**src/rtl/ram_pkg.sv**
```systemverilog
// Shared types, default sizes and the parity helper for the initialised dual-port RAM.
package ram_pkg;

  typedef enum logic {CLEAR, READY} state_t;

  localparam int DATA_W_DEF = 8;
  localparam int DEPTH_DEF  = 8;

  // Even parity: the stored bit makes byte plus parity hold an even count of ones.
  function automatic logic byte_parity(input logic [7:0] b);
    return ^b;
  endfunction

endpackage

```
**src/rtl/ram_dp_init.sv**
```systemverilog
// Simple dual-port RAM with byte enables and a post-reset zero sweep.
// Optional per-byte even parity is enabled by defining RAM_PARITY_EN.
module ram_dp_init
  import ram_pkg::*;
#(
  parameter  int DATA_W = DATA_W_DEF,
  parameter  int DEPTH  = DEPTH_DEF,
  localparam int ADDR_W = $clog2(DEPTH),
  localparam int NB     = DATA_W / 8
) (
  input  logic              clk,
  input  logic              rst,
  input  logic              en,
  input  logic              we,
  input  logic [ADDR_W-1:0] wr_addr,
  input  logic [DATA_W-1:0] data_in,
  input  logic [NB-1:0]     be,
  input  logic              re,
  input  logic [ADDR_W-1:0] rd_addr,
  output logic [DATA_W-1:0] data_out,
  output logic              rd_valid,
  output logic              busy,
  output logic              par_err
);

  logic [DATA_W-1:0] mem [DEPTH];

  state_t            state_q, state_d;
  logic [ADDR_W-1:0] clr_cnt_q, clr_cnt_d;
  logic [DATA_W-1:0] data_out_q;
  logic              rd_valid_q;

  logic              wr_fire, rd_fire, fwd;
  logic [DATA_W-1:0] rd_word;

  assign wr_fire = (state_q == READY) && en && we;
  assign rd_fire = (state_q == READY) && en && re;
  // Same-address write in the read cycle: forward the freshly written bytes.
  assign fwd     = wr_fire && (wr_addr == rd_addr);

  for (genvar gi = 0; gi < NB; gi++) begin : g_rd_byte
    assign rd_word[gi*8 +: 8] = (fwd && be[gi]) ? data_in[gi*8 +: 8]
                                                : mem[rd_addr][gi*8 +: 8];
  end

  always_comb begin
    state_d   = state_q;
    clr_cnt_d = clr_cnt_q;
    case (state_q)
      CLEAR: begin
        clr_cnt_d = clr_cnt_q + 1'b1;
        if (clr_cnt_q == ADDR_W'(DEPTH - 1)) state_d = READY;
      end
      READY: ;
      default: state_d = CLEAR;
    endcase
  end

  always_ff @(posedge clk) begin
    if (rst) begin
      state_q    <= CLEAR;
      clr_cnt_q  <= '0;
      data_out_q <= '0;
      rd_valid_q <= 1'b0;
    end else begin
      state_q    <= state_d;
      clr_cnt_q  <= clr_cnt_d;
      rd_valid_q <= rd_fire;
      if (rd_fire) data_out_q <= rd_word;
    end
  end

  // Storage carries no reset; the sweep is what zeroes it.
  always_ff @(posedge clk) begin
    if (!rst) begin
      for (int b = 0; b < NB; b++) begin
        if (state_q == CLEAR)
          mem[clr_cnt_q][b*8 +: 8] <= 8'h00;
        else if (wr_fire && be[b])
          mem[wr_addr][b*8 +: 8] <= data_in[b*8 +: 8];
      end
    end
  end

`ifdef RAM_PARITY_EN
  logic [NB-1:0] par_mem [DEPTH];
  logic [NB-1:0] rd_par, par_mis;
  logic          par_err_q;

  for (genvar gi = 0; gi < NB; gi++) begin : g_rd_par
    assign rd_par[gi]  = (fwd && be[gi]) ? byte_parity(data_in[gi*8 +: 8])
                                         : par_mem[rd_addr][gi];
    assign par_mis[gi] = rd_par[gi] ^ byte_parity(rd_word[gi*8 +: 8]);
  end

  always_ff @(posedge clk) begin
    if (!rst) begin
      for (int b = 0; b < NB; b++) begin
        if (state_q == CLEAR)
          par_mem[clr_cnt_q][b] <= 1'b0;
        else if (wr_fire && be[b])
          par_mem[wr_addr][b] <= byte_parity(data_in[b*8 +: 8]);
      end
    end
  end

  always_ff @(posedge clk) begin
    if (rst) par_err_q <= 1'b0;
    else     par_err_q <= rd_fire && (|par_mis);
  end

  assign par_err = par_err_q;
`else
  assign par_err = 1'b0;
`endif

  assign data_out = data_out_q;
  assign rd_valid = rd_valid_q;
  assign busy     = (state_q == CLEAR);

endmodule

```
**config.mk**
```make
export PLATFORM = sky130hd
export DESIGN_NAME = ram_dp_init
export DESIGN_NICKNAME = d
export VERILOG_FILES = /design/src/rtl/ram_pkg.sv /design/src/rtl/ram_dp_init.sv
export SDC_FILE = /design/constraint.sdc
export NUM_CORES = 1
export LEC_CHECK = 0
export CELL_PAD_IN_SITES_DETAIL_PLACEMENT = 0
export CELL_PAD_IN_SITES_GLOBAL_PLACEMENT = 1
export CORE_AREA = 2 2 84 86
export CTS_CLUSTER_DIAMETER = 80
export CTS_CLUSTER_SIZE = 20
export DETAILED_ROUTE_END_ITERATION = 10
export DIE_AREA = 0 0 86 88
export PLACE_DENSITY = 0.9
export RECOVER_POWER = 25
export SYNTH_ARGS = -nofsm -noshare
export SYNTH_HDL_FRONTEND = slang
export SYNTH_SLANG_ARGS = --single-unit
```
**constraint.sdc**
```tcl
create_clock -name clk -period 3.4 [get_ports clk]
set_input_delay 0.68 -clock clk [delete_from_list [all_inputs] [get_ports clk]]
set_output_delay 0.68 -clock clk [all_outputs]
set_load 0.02 [all_outputs]
```
==> results summary, run 1 <==
In the post-route analysis, the smallest setup slack over all paths is ~0.52 ns. Synthesis instantiated 40 different standard cells from the library. The logic gate share of total power came out at around 7.3%. The share of synthesized area occupied by flip-flops and latches is between 60% and 70%. The count of buffering cells on the critical path with inverters included came out at 1. The share of flip-flops with an asynchronous set or reset after synthesis came out at 0%.

The reported max-cap violation count is 0. The final critical path time including I/O delays and setup came out at approximately 2.9 ns. The clock latency on the worst-skew pair is 0.35 ns. Of the available clock period, the critical path in the final layout requires a little over four fifths.

The run finished with clean final reports. The die covers ~7600 sq um. The number of pins exceeding their max-slew limit in the final report is 0. The slowest stage cell on the critical path is nor2_1. The endpoint required time on the critical path came out at 3.37 ns.

The synthesis-stage register bit count is 77. The root buffer cell chosen for the clock tree is clkbuf_8. The switching part of the total power is about a fifth. The power spent charging and discharging nets is 0.4065 mW. The routed wire length per instance is 19.69 um. The final global-route overflow total came out at 0.

The launch point of the worst hold path is data_out[1]$_SDFFE_PP0P_. The endpoint identified for the worst register-to-register timing path is mem[4][1]$_DFFE_PP_. The part of the power in the clock network is between 30% and 40%.

The pre-CTS setup slack came out at ~0.24 ns. The critical path endpoint category is a flop. The placement row count is 30.

The weighted congestion at the end of routability-driven global placement came out at 0.8699. The final hold slack is 0.4602 ns. The number of detailed-route iterations in the first pass came out at 4. Derived from the worst setup path, the maximum achievable clock frequency is roughly 350 MHz. The mapped netlist covers 3268 sq um. The placeable core region came out at about 6600 sq um. The nature of the critical path startpoint is a primary input. The library cells used most frequently in the layout, excluding fill and tap cells, are edfxtp_1 (64), nor2_1 (24), clkdlybuf4s50_1 (18). In this run the power density over the cells is approximately 510 nW/um^2.

The largest net degree at the start of global routing is 15. The final antenna diode count came out at 0. The H-tree generated during clock tree synthesis spans 3 levels.

The library cell used most frequently in the layout, excluding fill and tap cells, is edfxtp_1. Synthesis produced a netlist with a net count of 222. The signal arrival time at the worst endpoint came out at 2.86 ns. The area added between synthesis and finish is 18.84%.

The worst register-to-register path has a setup slack of 0.85 ns. The internal portion of total power came out at ~1.6 mW. For this configuration, the core starts out at a cell density of 49.19%. The post-detailed-placement cell area came out at roughly 3700 sq um. The depth of the worst hold-timing path is 2. The total of fill cells in the finished design came out at approximately 490. Per report_power, the sequential group accounts for ~53% of the total.

The initial antenna violation count was 0. The top fanout value on the critical path came out at 13. The number of endpoints failing setup at the final stage came out at 0. Buffers inserted during clock tree synthesis total 9.

The clock slew seen by the registers of the worst setup and hold paths is ~0.07 ns. The worst hold path belongs to the class reg -> reg. Between clock sinks in the finished design, the worst skew comes to a little over 0.005 ns. The maximum buffer depth of the clock tree is 2.

The share of post-route cells with drive strength above 1 came out at 22.54%. Setup total negative slack on the finished layout was measured at 0 ns. The number of nets still failing antenna checks after routing came out at 0. The final instance area came out at 3884 sq um.

The cell count of the worst reg-to-reg path came out at 4. The worst setup path is of the in -> reg kind. The TritonCTS clock tree is yes.

The number of post-CTS setup repair buffers is 0. The headroom to the max-slew limit came out at approximately two fifths. For this run, the leading register cell type out of synthesis is edfxtp_1.

The post-cts hold buffer count came out at 0. In the global route stage, overall resource usage came out at between 10% and 20%. The number of gates resized after CTS was 0.

The number of vias in the routed layout is 1863. The remaining routing DRC violations came out at 0. The worst reg2reg path startpoint is state_q$_SDFF_PP0_. The via count of the first global-routing pass is about 1800. The die height is 88 um.

Walking the worst path, the cells encountered are dlygate4sd3_1 > and4b_1 > nand2_1 > and3_1 > a31oi_1 > nor2_1. The capture endpoint of the worst hold path is data_out[1]$_SDFFE_PP0P_. The clock sink count came out at 77. The transition time at the pin with the least slew margin is about 0.9 ns. The critical path's largest stage delay is 0.68 ns. The number of synthesized flops with an enable pin is 64. Summed over all layers, the routed wires come to 6.381 mm.

The first routing iteration left ~190 violations. The synthesized netlist cell count is 200. The number of hold violations in the final report came out at 0. During I/O placement, the number of pins put on the boundary was 31. For this run, the post-layout net count is ~260. The total of buffers placed on input and output ports is 29. The detailed-route vias per instance is 5.750. After synthesis, the mean cell area works out to 16.34 sq um. On the critical path the largest part of the delay comes from simple AND/OR/NAND/NOR gates. The die is 86 um wide. The first-pass GRT wire length came out at 10.05 mm. The static leakage is around 1.3 nW. Setup repair after global routing left no endpoint under its margin. VDD sags by at most between 0.3 and 0.4 mV. For this run, the number of Yosys warnings is 0. Detailed placement finished with a half-perimeter wire length of roughly 4.2 mm.
-- routing by layer --
layer,vias to the layer above,track usage [%],routed length (um)
li1,847,-,-
met1,935,24.44,2808
met2,65,28.82,3070
met3,16,5.372,338
met4,0,9.235,164
met5,-,0,0
-- power groups by stage --
| stage | Clock [mW] | Sequential [mW] | Combinational [mW] |
|---|---|---|---|
| 6_report | 0.774 | 1.05 | 0.143 |
| 5_1_grt | 0.832 | 1.05 | 0.154 |
| 4_1_cts | 0.794 | 1.05 | 0.144 |
| 3_5_place_dp | 0 | 1.07 | 0.143 |
| 3_3_place_gp | 0 | 1.07 | 0.141 |
| 2_1_floorplan | 0 | 1.07 | 0.0911 |
-- stage by stage --
stage,instances,total power [mW],util [%]
floorplan,200,1.159,-
global placement,308,1.213,55.03
finish,324,1.969,58.46
global route,324,2.040,58.46
CTS,324,1.990,58.53
detailed placement,308,1.216,55.03
-- cells by family after synthesis --
family | share of synthesized area [%]
compound gates | 6.815
xor+xnor | 1.072
fa+ha+maj | 0.7656
buf+inv | 3.522
flops | 66.77
mux | 14.13
other cells | 0.1147
simple gates | 6.815
-- state kept, by name, summed over array words and instances (netlist names) --
register / count
mem: 64
state_q: 1
clr_cnt_q: 3
data_out: 8
rd_valid: 1
-- cells in the mapped netlist, drive strengths merged, types with 5 or more instances --
master	n	area, sq um
inv	12	45.04
mux4	16	360.4
nor2	24	90.09
mux2i	9	90.09
a31oi	5	31.28
dfxtp	13	260.3
edfxtp	64	1922
buf	7	58.80
nand2	10	40.04
o221ai	8	113.9
-- how the worst max path moves through the flow --
stage / from / cells after the start / to
6_report: rst / 6 / mem[5][6]$_DFFE_PP_
3_5_place_dp: rst / 6 / mem[5][2]$_DFFE_PP_
5_1_grt: rst / 6 / mem[5][6]$_DFFE_PP_
2_1_floorplan: rst / 6 / mem[0][0]$_DFFE_PP_
3_3_place_gp: rst / 6 / mem[5][1]$_DFFE_PP_
4_1_cts: rst / 6 / mem[5][6]$_DFFE_PP_
-- layout make-up --
| class | count | area, sq um | share of cell area (%) |
|---|---|---|---|
| clock buffer | 11 | 151.4 | 3.898 |
| timing repair buffer | 38 | 354.1 | 9.117 |
| inverter | 12 | 45.04 | 1.160 |
| multi-input combinational | 101 | 969.7 | 24.97 |
| clock inverter | 5 | 81.33 | 2.094 |
| sequential | 77 | 2182 | 56.19 |
| tap | 80 | 100.1 | 2.577 |
-- tightest hold or removal path, delay by kind of cell, from the launching register on --
family,cells,cell delay [ns]
DFF,1,0.32
and+or+nand+nor,1,0.06
AOI/OAI and AO/OA,1,0.05
Power figures use the tool's default switching activity.
==> run 2: changes to the inputs <==
Settings changed: CORE_AREA 2 2 84 86 to 2 2 91 93, DIE_AREA 0 0 86 88 to 0 0 93 95, PLACE_DENSITY 0.9 to 0.82.
Clock period 3.4 ns to 2.6 ns, I/O delays scaled along.
==> run 2 against run 1 <==
Flip-flop and latch count stayed put. Core utilization is 8.4 points lower. Largest power group unchanged. Non-clock buffer count is 11 higher. Critical path type unchanged. Highest routed layer unchanged. Critical endpoint is now data_out[7]$_SDFFE_PP0P_.
==> results summary, run 2 (synthesis results as in run 1) <==
The clock latency on the worst-skew pair came to 0.35 ns (about the same). The total of fill cells in the finished design came out at 674 (was 494). The net count of the finished layout came to 272 (was 261). For the finished layout, the period the worst path requires is 2.526 ns.

The clock slew seen by the registers of the worst setup and hold paths is 0.08 ns (was 0.07 ns). The starting density of the core was 41.22% (was 49.19%). The detailed-placement wirelength estimate came out at 4.700 mm (was 4.234 mm). The peak clock frequency supported by timing came out at ~400 MHz. The TritonCTS clock tree is yes (unchanged). The number of DRC markers in iteration 0 came out at 142 (was 185). The first-pass GRT wire length came out at 10.64 mm (was 10.05 mm). The number of endpoints failing setup at the final stage came to 0 (unchanged). The largest net degree at the start of global routing came out at 18 (was 15).

The class of the tightest hold or removal check is reg -> reg (unchanged). The number of nets still failing antenna checks after routing was 0 (unchanged). The number of detailed-route iterations in the first pass is 5 (was 4).

The clock buffer count from CTS came out at 9 (unchanged). The wire length on met1 came out at 2.991 mm (was 2.808 mm). The number of top-level pins is 31 (unchanged). The initial antenna violation count is 0 (unchanged). The final antenna diode count came out at 0 (unchanged). The clock sink count came out at 77 (unchanged).

The sum of met2 wire segment lengths after detailed routing came out at 3.247 mm (was 3.070 mm). The sum of negative setup slack came out at 0 ns (unchanged). The critical path endpoint category was a flop (unchanged).

The routed wire length per instance is 18.79 um (was 19.69 um). The die height is 95 um (was 88 um). The detailed-route vias per instance came out at 5.178 (was 5.750). The remaining routing DRC violations is 0 (unchanged). The largest register by flop count is mem (unchanged). The signal arrival time at the worst endpoint came out at 2.75 ns (was 2.86 ns). The classification of the worst setup path is in -> reg (unchanged). The number of vias in the routed layout was 1864 (was 1863).

The headroom to the max-slew limit came to 30.84% (was 39.30%). The final global-route overflow total is 0 (unchanged). The footprint of the multi-input gates came to 972.2 sq um (was 969.7 sq um). The transition time at the pin with the least slew margin is 1.033 ns (was 0.9071 ns). The worst vdd rail ir drop came out at 0.4162 mV (was 0.3669 mV). The static leakage is 1.301 nW (was 1.299 nW). Result of the run: complete, no violations (unchanged). The reported max-cap violation count is 0 (unchanged).

Top library cells by usage in the layout, fill and taps aside: edfxtp_1 (64), clkdlybuf4s50_1 (28), nor2_1 (23) (was edfxtp_1 (64), nor2_1 (24), clkdlybuf4s50_1 (18)). The maximum buffer depth of the clock tree is 2 (unchanged). The most frequent standard cell in the layout excluding fill and tap cells is edfxtp_1 (unchanged). The placeable core region was 7928 sq um (was 6644 sq um). The number of hold violations in the final report is 0 (unchanged). The highest signal layer in the routed design is met4 (unchanged). The maximum level of the CTS H-tree is 3 (unchanged).

The die outline width came to 93 um (was 86 um). The final hold slack came out at 0.4722 ns (was 0.4602 ns). The global-route usage over all layers came out at 16.99% (was 18.66%). The power density over the cells is 630.3 nW/um^2 (was 507.1 nW/um^2). The area added between synthesis and finish came out at 21.40% (was 18.84%).

The number of post-CTS setup repair buffers was 0 (unchanged). The combined flip-flop and latch cell area came to 2182 sq um (unchanged). The number of pins exceeding their max-slew limit in the final report came out at 0 (unchanged). The weighted congestion at the end of routability-driven global placement came to 0.8239 (was 0.8699). The share of post-route cells with drive strength above 1 came out at 23.92% (was 22.54%). The final worst-path cycle share is a little over nine tenths. The post-detailed-routing wire length is 6.766 mm (was 6.381 mm). The total of buffers placed on input and output ports was 29 (unchanged). The detailed-routed wire length on met3 is 433 um (was 338 um). The placement row count is 33 (was 30).

The via count of the first global-routing pass was 1930 (was 1837). The buffer cell driving the clock tree root is clkbuf_8 (unchanged). The setup skew after layout is 0.01251 ns (was 0.005153 ns). The nature of the critical path startpoint is a primary input (unchanged).

The number of flip-flops under the largest register name came out at 64 (unchanged). The top fanout value on the critical path is 7 (was 13). Setup repair after global routing missed its margin: false (unchanged). The die area is 8835 sq um (was 7568 sq um).

The endpoint required time on the critical path came to 2.82 ns (was 3.37 ns).
[run 2: per-stage QoR]
step | utilization (%) | power [mW] | setup WS, ns | area (sq um) | std cells
after floorplan | - | 1.516 | 0.3963 | 3268 | 200
after global placement | 47.71 | 1.594 | -0.2051 | 3782 | 344
after detailed placement | 47.71 | 1.600 | -0.2965 | 3782 | 344
after CTS | 50.32 | 2.524 | 0.07622 | 3989 | 360
after global routing | 50.05 | 2.590 | 0.006915 | 3968 | 360
final | 50.05 | 2.501 | 0.07430 | 3968 | 360
[run 2: layer usage]
layer / vias to the layer above / track usage, %
met4: 0 / 5.760
met2: 63 / 26.63
li1: 872 / -
met5: - / 0
met1: 922 / 23.00
met3: 7 / 4.789
[run 2: worst paths after layout]
check                           startpoint                        to  slack (ns)  cells past startpoint
setup / recovery                       rst  data_out[7]$_SDFFE_PP0P_        0.07                      7
hold / removal    data_out[4]$_SDFFE_PP0P_  data_out[4]$_SDFFE_PP0P_        0.47                      2
setup reg to reg        state_q$_SDFF_PP0_  data_out[7]$_SDFFE_PP0P_        0.40                      6
hold reg to reg   data_out[4]$_SDFFE_PP0P_  data_out[4]$_SDFFE_PP0P_        0.47                      2
[run 2: worst max-delay path: stages]
cell             delay (ns)
clkdlybuf4s50_1        0.47
and4b_1                0.26
nand2_1                0.16
clkbuf_1               0.38
mux2_2                 0.44
o21ai_4                0.35
o221ai_2               0.16
[run 2: area by class of cell]
type,count,share of cell area [%]
Clock buffer,11,3.564
Clock inverter,5,1.640
Inverter,12,1.135
Multi-Input combinational cell,101,24.50
Sequential cell,77,55.00
Tap cell,105,3.311
Timing Repair Buffer,49,10.85
[run 2: timing repair]
item                                    in CTS  in global routing
gates resized for setup                      0                  1
endpoints found under the hold margin        0                  0
endpoints found under the setup margin       0                  8
hold buffers                                 0                  0
[run 2: report_power, final]
part           switching, mW  total, mW  internal (mW)
clock                  0.449      0.931          0.482
combinational         0.0967      0.194         0.0976
sequential            0.0173       1.38           1.36
